## src/rtl/wb_select_unit.sv

```systemverilog
// Write-back select unit: chooses the register-file result source, aligns and
// extends load data, and turns loads that never return into an error pulse.
module wb_select_unit #(
  parameter int WIDTH       = 32,
  parameter int RAW         = 5,
  parameter int MEM_TIMEOUT = 15,
  localparam int LW         = $clog2(WIDTH / 8)
) (
  input  logic             i_clk,
  input  logic             i_rst,
  input  logic             i_valid,
  output logic             o_ready,
  input  logic [1:0]       i_sel_src,
  input  logic [WIDTH-1:0] i_alu_out,
  input  logic [WIDTH-1:0] i_pc_plus4,
  input  logic [WIDTH-1:0] i_imm,
  input  logic [RAW-1:0]   i_rd_addr,
  input  logic             i_reg_wr,
  input  logic [1:0]       i_ld_size,
  input  logic             i_ld_unsigned,
  input  logic [LW-1:0]    i_addr_lo,
  input  logic             i_mem_ack,
  input  logic [WIDTH-1:0] i_rd_data,
  output logic [WIDTH-1:0] o_wb_data,
  output logic [RAW-1:0]   o_wb_rd,
  output logic             o_wb_we,
  output logic             o_wb_valid,
  output logic             o_err
);

  typedef enum logic {
    IDLE,
    WAIT_MEM
  } state_t;

  localparam logic [1:0] SRC_ALU = 2'b00;
  localparam logic [1:0] SRC_MEM = 2'b01;
  localparam logic [1:0] SRC_PC4 = 2'b10;

  // Last wait cycle index: the load gives up once this many cycles pass without ack.
  localparam logic [7:0] TIMEOUT_LAST = 8'(MEM_TIMEOUT - 1);

  state_t           state_q, state_d;
  logic [7:0]       cnt_q, cnt_d;
  logic [RAW-1:0]   rd_q, rd_d;
  logic             reg_wr_q, reg_wr_d;
  logic [1:0]       size_q, size_d;
  logic             uns_q, uns_d;
  logic [LW-1:0]    lane_q, lane_d;
  logic [WIDTH-1:0] wb_data_q, wb_data_d;
  logic [RAW-1:0]   wb_rd_q, wb_rd_d;
  logic             wb_we_q, wb_we_d;
  logic             wb_valid_q, wb_valid_d;
  logic             err_q, err_d;

  logic [RAW-1:0]   ctx_rd;
  logic             ctx_wr;
  logic [1:0]       ctx_size;
  logic             ctx_uns;
  logic [LW-1:0]    ctx_lane;
  logic             mem_done;
  logic             finish_ok;
  logic             finish_err;
  logic [WIDTH-1:0] finish_data;

  // Aligned halves/words only ever start on their own boundary, so a plain
  // byte shift by the lane address lands every legal field at bit 0.
  function automatic logic [WIDTH-1:0] align_load(
    input logic [WIDTH-1:0] data,
    input logic [1:0]       size,
    input logic             uns,
    input logic [LW-1:0]    lane
  );
    logic [WIDTH-1:0] shifted;
    logic [WIDTH-1:0] left;
    logic [6:0]       pad;
    shifted = data >> {lane, 3'b000};
    case (size)
      2'b00:   pad = 7'(WIDTH - 8);
      2'b01:   pad = 7'(WIDTH - 16);
      2'b10:   pad = 7'(WIDTH - 32);
      default: pad = 7'd0;
    endcase
    left = shifted << pad;
    if (uns) begin
      return left >> pad;
    end
    return $signed(left) >>> pad;
  endfunction

  function automatic logic misaligned(
    input logic [1:0]    size,
    input logic [LW-1:0] lane
  );
    case (size)
      2'b00:   return 1'b0;
      2'b01:   return lane[0];
      2'b10:   return lane[1:0] != 2'b00;
      default: return (WIDTH == 32) || (lane != '0);
    endcase
  endfunction

  // Next-state, context capture and write-back result selection.
  always_comb begin
    state_d     = state_q;
    cnt_d       = cnt_q;
    rd_d        = rd_q;
    reg_wr_d    = reg_wr_q;
    size_d      = size_q;
    uns_d       = uns_q;
    lane_d      = lane_q;
    wb_data_d   = wb_data_q;
    wb_rd_d     = wb_rd_q;
    wb_we_d     = wb_we_q;
    wb_valid_d  = 1'b0;
    err_d       = 1'b0;
    mem_done    = 1'b0;
    finish_ok   = 1'b0;
    finish_err  = 1'b0;
    finish_data = '0;

    if (state_q == IDLE) begin
      ctx_rd   = i_rd_addr;
      ctx_wr   = i_reg_wr;
      ctx_size = i_ld_size;
      ctx_uns  = i_ld_unsigned;
      ctx_lane = i_addr_lo;
    end else begin
      ctx_rd   = rd_q;
      ctx_wr   = reg_wr_q;
      ctx_size = size_q;
      ctx_uns  = uns_q;
      ctx_lane = lane_q;
    end

    case (state_q)
      IDLE: begin
        if (i_valid) begin
          rd_d     = i_rd_addr;
          reg_wr_d = i_reg_wr;
          size_d   = i_ld_size;
          uns_d    = i_ld_unsigned;
          lane_d   = i_addr_lo;
          if (i_sel_src != SRC_MEM) begin
            finish_ok = 1'b1;
            case (i_sel_src)
              SRC_ALU: finish_data = i_alu_out;
              SRC_PC4: finish_data = i_pc_plus4;
              default: finish_data = i_imm;
            endcase
          end else if (i_mem_ack) begin
            mem_done = 1'b1;
          end else begin
            state_d = WAIT_MEM;
            cnt_d   = '0;
          end
        end
      end
      WAIT_MEM: begin
        if (i_mem_ack) begin
          mem_done = 1'b1;
          state_d  = IDLE;
          cnt_d    = '0;
        end else if (cnt_q == TIMEOUT_LAST) begin
          finish_err = 1'b1;
          state_d    = IDLE;
          cnt_d      = '0;
        end else begin
          cnt_d = cnt_q + 8'd1;
        end
      end
      default: begin
        state_d = IDLE;
        cnt_d   = '0;
      end
    endcase

    if (mem_done) begin
      if (misaligned(ctx_size, ctx_lane)) begin
        finish_err = 1'b1;
      end else begin
        finish_ok   = 1'b1;
        finish_data = align_load(i_rd_data, ctx_size, ctx_uns, ctx_lane);
      end
    end

    if (finish_ok) begin
      wb_valid_d = 1'b1;
      wb_data_d  = finish_data;
      wb_rd_d    = ctx_rd;
      wb_we_d    = ctx_wr && (ctx_rd != '0);
    end else if (finish_err) begin
      wb_valid_d = 1'b1;
      err_d      = 1'b1;
      wb_data_d  = '0;
      wb_rd_d    = ctx_rd;
      wb_we_d    = 1'b0;
    end
  end

  // State, captured load context and registered write-back outputs.
  always_ff @(posedge i_clk or posedge i_rst) begin
    if (i_rst) begin
      state_q    <= IDLE;
      cnt_q      <= '0;
      rd_q       <= '0;
      reg_wr_q   <= 1'b0;
      size_q     <= '0;
      uns_q      <= 1'b0;
      lane_q     <= '0;
      wb_data_q  <= '0;
      wb_rd_q    <= '0;
      wb_we_q    <= 1'b0;
      wb_valid_q <= 1'b0;
      err_q      <= 1'b0;
    end else begin
      state_q    <= state_d;
      cnt_q      <= cnt_d;
      rd_q       <= rd_d;
      reg_wr_q   <= reg_wr_d;
      size_q     <= size_d;
      uns_q      <= uns_d;
      lane_q     <= lane_d;
      wb_data_q  <= wb_data_d;
      wb_rd_q    <= wb_rd_d;
      wb_we_q    <= wb_we_d;
      wb_valid_q <= wb_valid_d;
      err_q      <= err_d;
    end
  end

  assign o_ready    = (state_q == IDLE);
  assign o_wb_data  = wb_data_q;
  assign o_wb_rd    = wb_rd_q;
  assign o_wb_we    = wb_we_q;
  assign o_wb_valid = wb_valid_q;
  assign o_err      = err_q;

endmodule
```

## config.mk

```make
export PLATFORM = sky130hd
export DESIGN_NAME = wb_select_unit
export DESIGN_NICKNAME = d
export VERILOG_FILES = /design/src/rtl/wb_select_unit.sv
export SDC_FILE = /design/constraint.sdc
export NUM_CORES = 1
export LEC_CHECK = 0
export CELL_PAD_IN_SITES_DETAIL_PLACEMENT = 1
export CELL_PAD_IN_SITES_GLOBAL_PLACEMENT = 2
export CORE_MARGIN = 3
export CORE_UTILIZATION = 24
export CTS_BUF_LIST = sky130_fd_sc_hd__clkbuf_2
export DETAILED_ROUTE_END_ITERATION = 8
export GPL_TIMING_DRIVEN = 0
export PLACE_DENSITY_LB_ADDON = 0.12
export SYNTH_ARGS = -nofsm -noshare
export SYNTH_HDL_FRONTEND = slang
export SYNTH_SLANG_ARGS = --single-unit
```

## constraint.sdc

```tcl
create_clock -name i_clk -period 2.5 [get_ports i_clk]
set_input_delay 0.625 -clock i_clk [delete_from_list [all_inputs] [get_ports i_clk]]
set_output_delay 0.625 -clock i_clk [all_outputs]
set_load 0.01 [all_outputs]
```

==> run metrics <==
vias 4672; initial antenna violation count 1; commonest non-fill, non-tap cells in the layout 182 x clkdlybuf4s50_1, 96 x nand2_1, 60 x dfrtp_1; final wirelength 18.6 mm; Pint 1.97 mW; Placer Congestion 0.797; Seq/Total Area, Yosys 0.359; clock skew 0.0261 ns; post-place instance area 0.00632 sq mm; Residual DRC 0; max cap viols 0; RSZ-0062 raised after global routing no; Worst VDD drop 0.000251 V; share of layout cells above drive strength 1 0.0844; commonest non-fill, non-tap cell in the layout clkdlybuf4s50_1; Skew-Pair Late Insertion Delay 0.55 ns; Root Buffer clkbuf_2; WS Path Type input pin to flip-flop; number of synthesis warnings 0; Die ar. 0.0191 sq mm; synthesized cell area 0.00419 sq mm; synthesized instance count 494; Worst-Margin Slew 0.746 ns; Initial Utilization 0.249; clock power share 0.222; gr ovfl total 0; Sink Count 60; Hold Fails Final Rpt 0; CTS tree done; Num CTS Buffers 9; NetSw 1.11 mW; Vias/cell 5.08; final setup vio count 0; fin crit period 2.45 ns; Comb power frac 0.390; I/O pins 186; Mapped Nets 641; Pleak 2.71 nW; Max Root-Sink Buffers 2; Sw Share 0.360; Final HPWL DP 15.0 mm; type of the worst min-delay path input pin to asynchronous set/reset pin; finished layout cell area 0.00655 sq mm; max frequency 0.408 GHz; fin nets 841; WL per Instance 20.2 microns; largest net degree at the start of global routing 36; first-pass GRT wire length 28.6 mm; count of cell types in the netlist 53; Yosys reg bits 60; critical path data required time 2.98 ns; Initial DRC Count 196; crit path DAT 2.93 ns; syn avg cell area 8.47 sq um; H-tree depth 3; core area 0.0168 sq mm; Final period util 0.980; number of synthesized flops with an enable pin 0; share of flip-flops with an asynchronous set or reset 1.00; TritonRoute pass-1 iters 5; status completed; Worst-path clk slew 0.21 ns; number of global-route vias before repair 5085; Final ANT Viol Nets 0; Die W 138 microns; fin. max-slew vios 0; Top FF cell, synth dfrtp_1; CP Capture Type flip-flop; All-Layer GR Usage 0.189; fillers 2015; power per cell area 470 mW/mm^2; CP Max Fanout 10; Worst setup SP type input pin; Slew headroom 0.503; Die Y 138 microns; PortBufs 184; row cnt 47; total chip power 3.08 mW; sequential power share 0.388; Hold WS 0.438 ns; Area Growth Syn to Fin 56.5%
[path summary, 6_finish.rpt]
kind,from,to,slack [ns],cells past startpoint
max,i_ld_size[1],o_wb_data[18],0.05,8
min,i_rst,size_q[0],0.44,2
max reg2reg,state_q,o_wb_data[18],0.10,8
min reg2reg,cnt_q[7],cnt_q[7],0.50,1
max in group asynchronous,i_rst,o_wb_data[18],1.43,3
min in group i_clk,i_addr_lo[0],lane_q[0],0.45,3
[logic make-up (layout without fill, tap and decap cells)]
kind of cell,after synthesis,in the layout,synth area share
muxes,58,58,0.146
and+or+nand+nor,178,178,0.187
other,0,1,0
DFF,60,60,0.359
AOI/OAI and AO/OA,155,155,0.256
adders and majority gates,2,2,0.00598
buffers and inverters,41,246,0.0460
[cell type report]
cell class	instances	area [sq um]	share of cell area
Buffer	32	170	0.0260
Sequential cell	60	1500	0.229
Clock inverter	7	75.1	0.0115
Tap cell	220	275	0.0420
Timing Repair Buffer	191	1910	0.291
Multi-Input combinational cell	393	2550	0.389
Antenna cell	1	2.50	0.000382
Inverter	7	26.3	0.00401
Clock buffer	9	45.0	0.00688
[through the flow]
step           setup WS, ns  utilization  TNS [ns]  instances
2_1_floorplan         0.272            -         0        494
3_3_place_gp         -0.874        0.375    -76.02        898
3_5_place_dp         -0.809        0.376    -25.00        899
4_1_cts             0.00589        0.386         0        919
5_1_grt              0.0119        0.389         0        920
6_report             0.0501        0.389         0        920
[repair_timing]
action                                  CTS  global route
gates resized for setup                  10             9
endpoints found under the setup margin   32            33
pin swaps                                 0             2
buffers inserted                          4             2
hold buffers                              0             0
[power groups by stage]
stage / registers [mW] / clock network, mW / logic (mW)
5_1_grt: 1.21 / 0.761 / 1.30
3_3_place_gp: 1.21 / 0 / 1.15
6_report: 1.20 / 0.684 / 1.20
2_1_floorplan: 1.24 / 0 / 0.471
3_5_place_dp: 1.22 / 0 / 1.17
4_1_cts: 1.19 / 0.717 / 1.20
[worst max-delay path: stages]
cell,delay [ns]
clkdlybuf4s50_1,0.55
mux2i_2,0.41
o21ai_1,0.23
nand2_1,0.14
nand2b_1,0.25
a311o_2,0.48
buf_6,0.18
o211ai_2,0.06
[registers in the layout, summed over array words and instances, names as in the netlist]
name	count
cnt_q	8
lane_q	2
o_err	1
o_wb_data	32
o_wb_rd	5
o_wb_valid	1
o_wb_we	1
rd_q	5
reg_wr_q	1
size_q	2
state_q	1
uns_q	1
[Yosys cell counts (7+ instances only)]
library cell   n  area [sq um]
a21oi_1       28           140
a221o_1       16           160
a22oi_1       11          82.6
buf_2          7          35.0
clkbuf_1      22          82.6
dfrtp_1       60          1500
mux2i_1       53           531
nand2_1       96           360
nand2b_1       8          50.1
nand3_1       13          65.1
nor2_1        37           139
o21ai_0       39           195
o21ai_1       12          60.1
[layer usage]
layer	routed length, microns	GRT usage	up-vias
met3	936	0.0435	25
met5	0	0	-
met1	8160	0.240	2303
li1	-	-	2217
met2	9170	0.323	127
met4	301	0.0489	0
No activity file was read; power rests on OpenSTA's default activity.
